File: src/rtl/econet_pkg.sv
// Shared constants for the Econet line-control block: register offsets and
// bit positions within CTRL and STATUS, plus the byte-lane write helper.
package econet_pkg;

    localparam logic [1:0] REG_CTRL   = 2'd0;
    localparam logic [1:0] REG_PERIOD = 2'd1;
    localparam logic [1:0] REG_MARK   = 2'd2;
    localparam logic [1:0] REG_STATUS = 2'd3;

    localparam int CTRL_CLKEN  = 0;
    localparam int CTRL_TERMEN = 1;
    localparam int CTRL_IE     = 2;
    localparam int CTRL_W      = 3;

    localparam int STAT_PEND  = 0;
    localparam int STAT_LEVEL = 1;

    // Merge new_v into old_v on the byte lanes whose strobe is set.
    function automatic logic [31:0] byte_merge(input logic [31:0] old_v,
                                               input logic [31:0] new_v,
                                               input logic [3:0]  be);
        logic [31:0] r;
        r = old_v;
        for (int b = 0; b < 4; b++) begin
            if (be[b]) r[8*b +: 8] = new_v[8*b +: 8];
        end
        return r;
    endfunction

endpackage

File: src/rtl/econet_clkgen_ctl_if.sv
// CPU peripheral bus seen by the Econet line-control block.
interface econet_clkgen_ctl_if;

    logic        select;
    logic [1:0]  addr;
    logic [3:0]  wr;
    logic [31:0] data_in;
    logic [31:0] data_out;

    modport master (output select, output addr, output wr, output data_in, input data_out);
    modport slave  (input select, input addr, input wr, input data_in, output data_out);

endinterface

File: src/rtl/econet_clk_divider.sv
// Clock-enable style divider producing the Econet line clock. PERIOD and MARK
// are shadowed and only picked up at a period boundary (or while disabled), so
// a register write can never shorten or split the phase currently on the pin.
module econet_clk_divider #(
    parameter int DIV_W      = 16,
    parameter int DEF_PERIOD = 99,
    parameter int DEF_MARK   = 25
) (
    input  logic             clk,
    input  logic             reset,
    input  logic             en,
    input  logic [DIV_W-1:0] period,
    input  logic [DIV_W-1:0] mark,
    output logic             clkout
);

    logic [DIV_W-1:0] cnt;
    logic [DIV_W-1:0] per_act;
    logic [DIV_W-1:0] mark_act;
    logic             wrap;

    assign wrap = (cnt == per_act);

    // Period counter, shadow reload at wrap or while disabled, registered pin.
    always_ff @(posedge clk or posedge reset) begin
        if (reset) begin
            // NOTE: every flop here, shadows included, is reset so the pin
            // restarts from a known clean phase with no partial pulse.
            cnt      <= '0;
            per_act  <= DIV_W'(DEF_PERIOD);
            mark_act <= DIV_W'(DEF_MARK);
            clkout   <= 1'b0;
        end else if (!en) begin
            cnt      <= '0;
            per_act  <= period;
            mark_act <= mark;
            clkout   <= 1'b0;
        end else begin
            // NOTE: non-blocking assignments so every flop samples the
            // pre-edge cnt/mark_act; blocking here would skew the pin by one.
            clkout <= (cnt < mark_act);
            if (wrap) begin
                cnt      <= '0;
                per_act  <= period;
                mark_act <= mark;
            end else begin
                cnt <= cnt + 1'b1;
            end
        end
    end

endmodule

File: src/rtl/econet_clkgen_ctl.sv
// Econet line-control block: CTRL/PERIOD/MARK/STATUS registers, collision
// synchroniser with sticky pending flag, and the line clock divider.
module econet_clkgen_ctl
    import econet_pkg::*;
#(
    parameter int DIV_W       = 16,
    parameter int DEF_PERIOD  = 99,
    parameter int DEF_MARK    = 25,
    parameter int SYNC_STAGES = 2
) (
    input  logic                 clk,
    input  logic                 reset,
    econet_clkgen_ctl_if.slave   bus,
    input  logic                 collision_detect,
    output logic                 econet_clken,
    output logic                 econet_termen,
    output logic                 econet_clkout,
    output logic                 coldet_interrupt
);

    logic [CTRL_W-1:0]      ctrl_q;
    logic [DIV_W-1:0]       period_q;
    logic [DIV_W-1:0]       mark_q;
    logic [SYNC_STAGES-1:0] sync_q;
    logic                   sync_prev_q;
    logic                   pending_q;
    logic                   wr_any;
    logic                   coll_rise;
    logic                   pend_clr;
    logic                   sync_lvl;
    logic [31:0]            rdata;
    logic                   unused_data;

    assign wr_any    = bus.select && (|bus.wr);
    assign sync_lvl  = sync_q[SYNC_STAGES-1];
    assign coll_rise = sync_lvl && !sync_prev_q;
    assign pend_clr  = wr_any && (bus.addr == REG_STATUS) && bus.wr[0] && bus.data_in[STAT_PEND];

    // Register file writes with byte-lane strobes.
    always_ff @(posedge clk or posedge reset) begin
        if (reset) begin
            ctrl_q   <= '0;
            period_q <= DIV_W'(DEF_PERIOD);
            mark_q   <= DIV_W'(DEF_MARK);
        end else if (wr_any) begin
            if (bus.addr == REG_CTRL && bus.wr[0])
                ctrl_q <= bus.data_in[CTRL_W-1:0];
            if (bus.addr == REG_PERIOD)
                period_q <= DIV_W'(byte_merge(32'(period_q), bus.data_in, bus.wr));
            if (bus.addr == REG_MARK)
                mark_q <= DIV_W'(byte_merge(32'(mark_q), bus.data_in, bus.wr));
        end
    end

    // Collision synchroniser, edge history and sticky pending (set beats clear).
    always_ff @(posedge clk or posedge reset) begin
        if (reset) begin
            sync_q      <= '0;
            sync_prev_q <= 1'b0;
            pending_q   <= 1'b0;
        end else begin
            sync_q      <= {sync_q[SYNC_STAGES-2:0], collision_detect};
            sync_prev_q <= sync_lvl;
            pending_q   <= coll_rise || (pending_q && !pend_clr);
        end
    end

    // Combinational read mux; unused bits read as zero.
    always_comb begin
        // NOTE: default first so every path assigns rdata and no latch is inferred.
        rdata = '0;
        case (bus.addr)
            REG_CTRL:   rdata[CTRL_W-1:0] = ctrl_q;
            REG_PERIOD: rdata[DIV_W-1:0]  = period_q;
            REG_MARK:   rdata[DIV_W-1:0]  = mark_q;
            REG_STATUS: begin
                rdata[STAT_PEND]  = pending_q;
                rdata[STAT_LEVEL] = sync_lvl;
            end
            default:    rdata = '0;
        endcase
    end

    assign bus.data_out     = rdata;
    assign econet_clken     = ctrl_q[CTRL_CLKEN];
    assign econet_termen    = ctrl_q[CTRL_TERMEN];
    assign coldet_interrupt = pending_q && ctrl_q[CTRL_IE];
    assign unused_data      = ^bus.data_in;

    econet_clk_divider #(
        .DIV_W      (DIV_W),
        .DEF_PERIOD (DEF_PERIOD),
        .DEF_MARK   (DEF_MARK)
    ) u_div (
        .clk    (clk),
        .reset  (reset),
        .en     (ctrl_q[CTRL_CLKEN]),
        .period (period_q),
        .mark   (mark_q),
        .clkout (econet_clkout)
    );

endmodule
File: src/flat_wrapper.sv
// flat-port wrapper written by rule: the top's interface ports become plain ports
module econet_clkgen_ctl_flat import econet_pkg::*;
#(
    parameter int DIV_W       = 16,
    parameter int DEF_PERIOD  = 99,
    parameter int DEF_MARK    = 25,
    parameter int SYNC_STAGES = 2
)
  (clk, reset, collision_detect, econet_clken, econet_termen, econet_clkout, coldet_interrupt, bus_select, bus_addr, bus_wr, bus_data_in, bus_data_out);
  econet_clkgen_ctl_if bus_i ();
  input  logic clk;
  input  logic reset;
  input  logic collision_detect;
  output logic econet_clken;
  output logic econet_termen;
  output logic econet_clkout;
  output logic coldet_interrupt;
  input wire logic [$bits(bus_i.select)-1:0] bus_select;
  input wire logic [$bits(bus_i.addr)-1:0] bus_addr;
  input wire logic [$bits(bus_i.wr)-1:0] bus_wr;
  input wire logic [$bits(bus_i.data_in)-1:0] bus_data_in;
  output wire logic [$bits(bus_i.data_out)-1:0] bus_data_out;
  assign bus_i.select = bus_select;
  assign bus_i.addr = bus_addr;
  assign bus_i.wr = bus_wr;
  assign bus_i.data_in = bus_data_in;
  assign bus_data_out = bus_i.data_out;
  econet_clkgen_ctl #(.DIV_W(DIV_W), .DEF_PERIOD(DEF_PERIOD), .DEF_MARK(DEF_MARK), .SYNC_STAGES(SYNC_STAGES)) u_core (.clk(clk), .reset(reset), .bus(bus_i), .collision_detect(collision_detect), .econet_clken(econet_clken), .econet_termen(econet_termen), .econet_clkout(econet_clkout), .coldet_interrupt(coldet_interrupt));
endmodule
File: config.mk
export PLATFORM = sky130hd
export DESIGN_NAME = econet_clkgen_ctl_flat
export DESIGN_NICKNAME = d
export VERILOG_FILES = /design/src/rtl/econet_pkg.sv /design/src/rtl/econet_clkgen_ctl_if.sv /design/src/rtl/econet_clk_divider.sv /design/src/rtl/econet_clkgen_ctl.sv /design/src/flat_wrapper.sv
export SDC_FILE = /design/constraint.sdc
export NUM_CORES = 1
export LEC_CHECK = 0
export CORE_ASPECT_RATIO = 1.75
export CORE_MARGIN = 3
export CORE_UTILIZATION = 53
export DETAILED_ROUTE_END_ITERATION = 10
export HOLD_SLACK_MARGIN = 0.12
export PLACE_DENSITY = 0.81
export SYNTH_ARGS = -nofsm -noshare
export SYNTH_HDL_FRONTEND = slang
export SYNTH_HIERARCHICAL = 1
export SYNTH_SLANG_ARGS = --single-unit
File: constraint.sdc
create_clock -name clk -period 3.05 [get_ports clk]
set_clock_uncertainty 0.15 [all_clocks]
set_input_delay 0.4575 -clock clk [delete_from_list [all_inputs] [get_ports clk]]
set_output_delay 0.4575 -clock clk [all_outputs]
set_load 0.05 [all_outputs]
==> summary.md <==
| Metric | Value |
|---|---|
| CTS root buf | clkbuf_16 |
| H-tree depth | 3 |
| DR vias | 2945 |
| Worst min path class | reg2reg |
| EDFF count, synth | 0 |
| Cts hold-fix bufs | 0 |
| Routability cong. | 0.8486 |
| Final Worst Setup Slack | 0.2536 ns |
| Slew @ Worst Pin | 0.4999 ns |
| Crit-path cells | clkdlybuf4s50_1 -> inv_1 -> ha_1 -> buf_4 -> a22oi_1 -> nor2b_1 -> buf_12 |
| CP max stage delay | 0.47 ns |
| Worst EP arrival | 2.19 ns |
| Final nets | 489 |
| Initial antenna violation count | 0 |
| Hold Vio Cnt, Final | 0 |
| Post-Synthesis Cells | 379 |
| Asr flop ratio synth | 100.0% |
| Max clock buf depth | 2 |
| First-pass GRT wire length | 15080 um |
| Row cnt | 43 |
| CP Launch Type | input port |
| Drt initial violations | 159 |
| Max IR drop VDD | 0.0005068 V |
| Pre-CTS WS | 0.2821 ns |
| Total GRT Usage | 21.00% |
| Max_cap viols | 0 |
| Critical setup path kind | in2out |
| Number of diodes | 0 |
| Via density | 5.663 |
| Final slew viol count | 0 |
| CP max-delay cell | clkdlybuf4s50_1 |
| Ys flop type | dfrtp_1 |
| Die Y | 127 um |
| Sink Count | 88 |
| Clock slew at reported path FFs | 0.06 ns |
| Leak | 2.339 nW |
| Initial Utilization | 55.31% |
| Largest net degree at the start of global routing | 48 |
| DP Cell Count | 504 |
| Final setup fails | 0 |
| Avg Cell Area, Syn | 11.70 um2 |
| FMAX | 357.6 MHz |
| DIE WIDTH | 75.15 um |
| Clock Latency Late Sink | 0.34 ns |
| Vias in the first global route | 3088 |
| CP Data Required Time | 2.44 ns |
| Ys Warns | 6 |
| Critical Path End Type | output port |
| Synth unique cells | 38 |
| Max FO, Critical Path | 13 |
| Total Wirelength | 9130 um |
| Synth Cell Area | 4434 um2 |
| Die area | 9543 um2 |
| Core area | 8016 um2 |
| #FFs+latches synth | 88 |
| Minimum clock period after layout | 2.796 ns |
| Slew HR | 66.57% |
| Syn-to-layout area delta | 20.37% |
| Residual DRC | 0 |
| CTS buffer count | 9 |
| Final instance area | 5338 um2 |
| Pwr dens | 729.8 nW/um2 |
| Total negative setup slack | 0 ns |
| Final std cells w/o fill | 520 |
| TritonCTS clock tree | built |
| Antenna-violating nets left | 0 |
| DP HPWL | 6784 um |
| Wire per inst | 17.56 um |
| Cell Area, Placed | 5030 um2 |
| Status | finished clean |
| Io pins | 78 |
| Drt first pass iters | 4 |
| Share of post-route cells with drive strength above 1 | 25.58% |
| Post-CTS Resized | 0 |
| IO Port Bufs | 43 |
| Final Cycle Share | 91.69% |
| GRT Residual Overflow | 0 |
| Fraction of the yosys area taken by sequential cells | 50.06% |
| Postcts setup bufs | 0 |
| RSZ-0062 raised after global routing | no |
==> layout make-up <==
cell class	instances	area [um2]
clock buffers	11	252.7
fillers	550	2679
clock inverters	5	55.05
well taps	90	112.6
flip-flops and latches	88	2220
multi-input cells	254	1963
repair buffers	49	648.1
inverters	23	86.33
==> cell usage after synthesis, types with 13 or more instances <==
cell	instances	area share, %
dfrtp_1	74	42
mux2_2	52	13
inv_1	23	1.9
ha_1	22	6.2
nand2_1	22	1.9
nor2_1	22	1.9
xnor2_1	22	4.3
buf_4	20	3.4
o21ai_0	18	2.0
nor2b_1	15	2.1
dfstp_2	14	8.3
a22oi_1	13	2.2
==> stage by stage <==
step / hold slack, ns / utilization (%) / power [W]
after floorplan: 0.1812 / - / 0.002437
after global placement: 0.1884 / 62.74 / 0.002731
after detailed placement: 0.1918 / 62.74 / 0.002792
after CTS: 0.2060 / 66.58 / 0.003924
after global routing: 0.2083 / 66.58 / 0.004088
final: 0.2052 / 66.58 / 0.003896
==> state kept, by name (all words and copies together), names as in the netlist, 2 cells and up <==
name / cells
u_core/period_q: 16
u_core/ctrl_q: 3
u_core/u_div/cnt: 16
u_core/u_div/per_act: 16
u_core/mark_q: 16
u_core/u_div/mark_act: 16
u_core/sync_q: 2
==> power by group <==
group / leakage [nW] / switching, W / total (W) / internal, W
clock network: 0.148 / 0.000434 / 0.00111 / 0.000676
registers: 1.07 / 0.000210 / 0.00170 / 0.00149
logic: 1.13 / 0.000575 / 0.00108 / 0.000508
total: 2.34 / 0.00122 / 0.00390 / 0.00268
==> per-layer routing <==
| metal | track usage (%) | vias up | wire length [um] |
|---|---|---|---|
| met1 | 24.34 | 1484 | 3503 |
| met4 | 9.372 | 0 | 233 |
| li1 | - | 1364 | - |
| met2 | 36.23 | 82 | 5032 |
| met5 | 0 | - | 0 |
| met3 | 4.409 | 15 | 360 |
==> final timing paths <==
path / from / end / cells after the start / slack, ns
setup / recovery: bus_addr[0] / bus_data_out[7] / 7 / 0.25
hold / removal: u_core/sync_q[0] / u_core/sync_q[1] / 0 / 0.21
setup reg to reg: u_core/u_div/cnt[2] / u_core/u_div/per_act[11] / 5 / 0.73
hold reg to reg: u_core/sync_q[0] / u_core/sync_q[1] / 0 / 0.21
max in group asynchronous: reset / u_core/u_div/per_act[1] / 3 / 1.67
min in group asynchronous: reset / u_core/u_div/per_act[3] / 2 / 0.32
==> critical path, delay by kind of cell <==
family | cells | cell delay, ns
AOI/OAI and AO/OA | 1 | 0.14
adders and majority gates | 1 | 0.29
buffers and inverters | 4 | 1.04
and+or+nand+nor | 1 | 0.24
==> cells by family after synthesis <==
family	Yosys count	share of synthesized area, %
DFF	88	50.06
AOI/OAI and AO/OA	47	7.421
adders and majority gates	22	6.208
buffers and inverters	52	6.941
other	1	0.08457
xor gates and xnor gates	30	5.925
and+or+nand+nor	85	9.707
muxes	54	13.66
==> layout by cell type, fill, tap and decap left out, drive strengths merged, types with 2 or more instances in the layout <==
cell type,n
dfrtp,74
xnor2,22
mux2,52
ha,22
o21ai,18
conb,16
a222oi,3
nand4,8
nor2b,15
clkbuf,11
nand2b,2
nand2,22
inv,23
dfstp,14
nor2,22
a21oi,4
a22oi,13
clkinvlp,2
clkdlybuf4s50,27
clkinv,2
nand3,11
a21o,2
xor2,8
mux2i,2
buf,22
No activity file was read; power rests on OpenSTA's default activity.
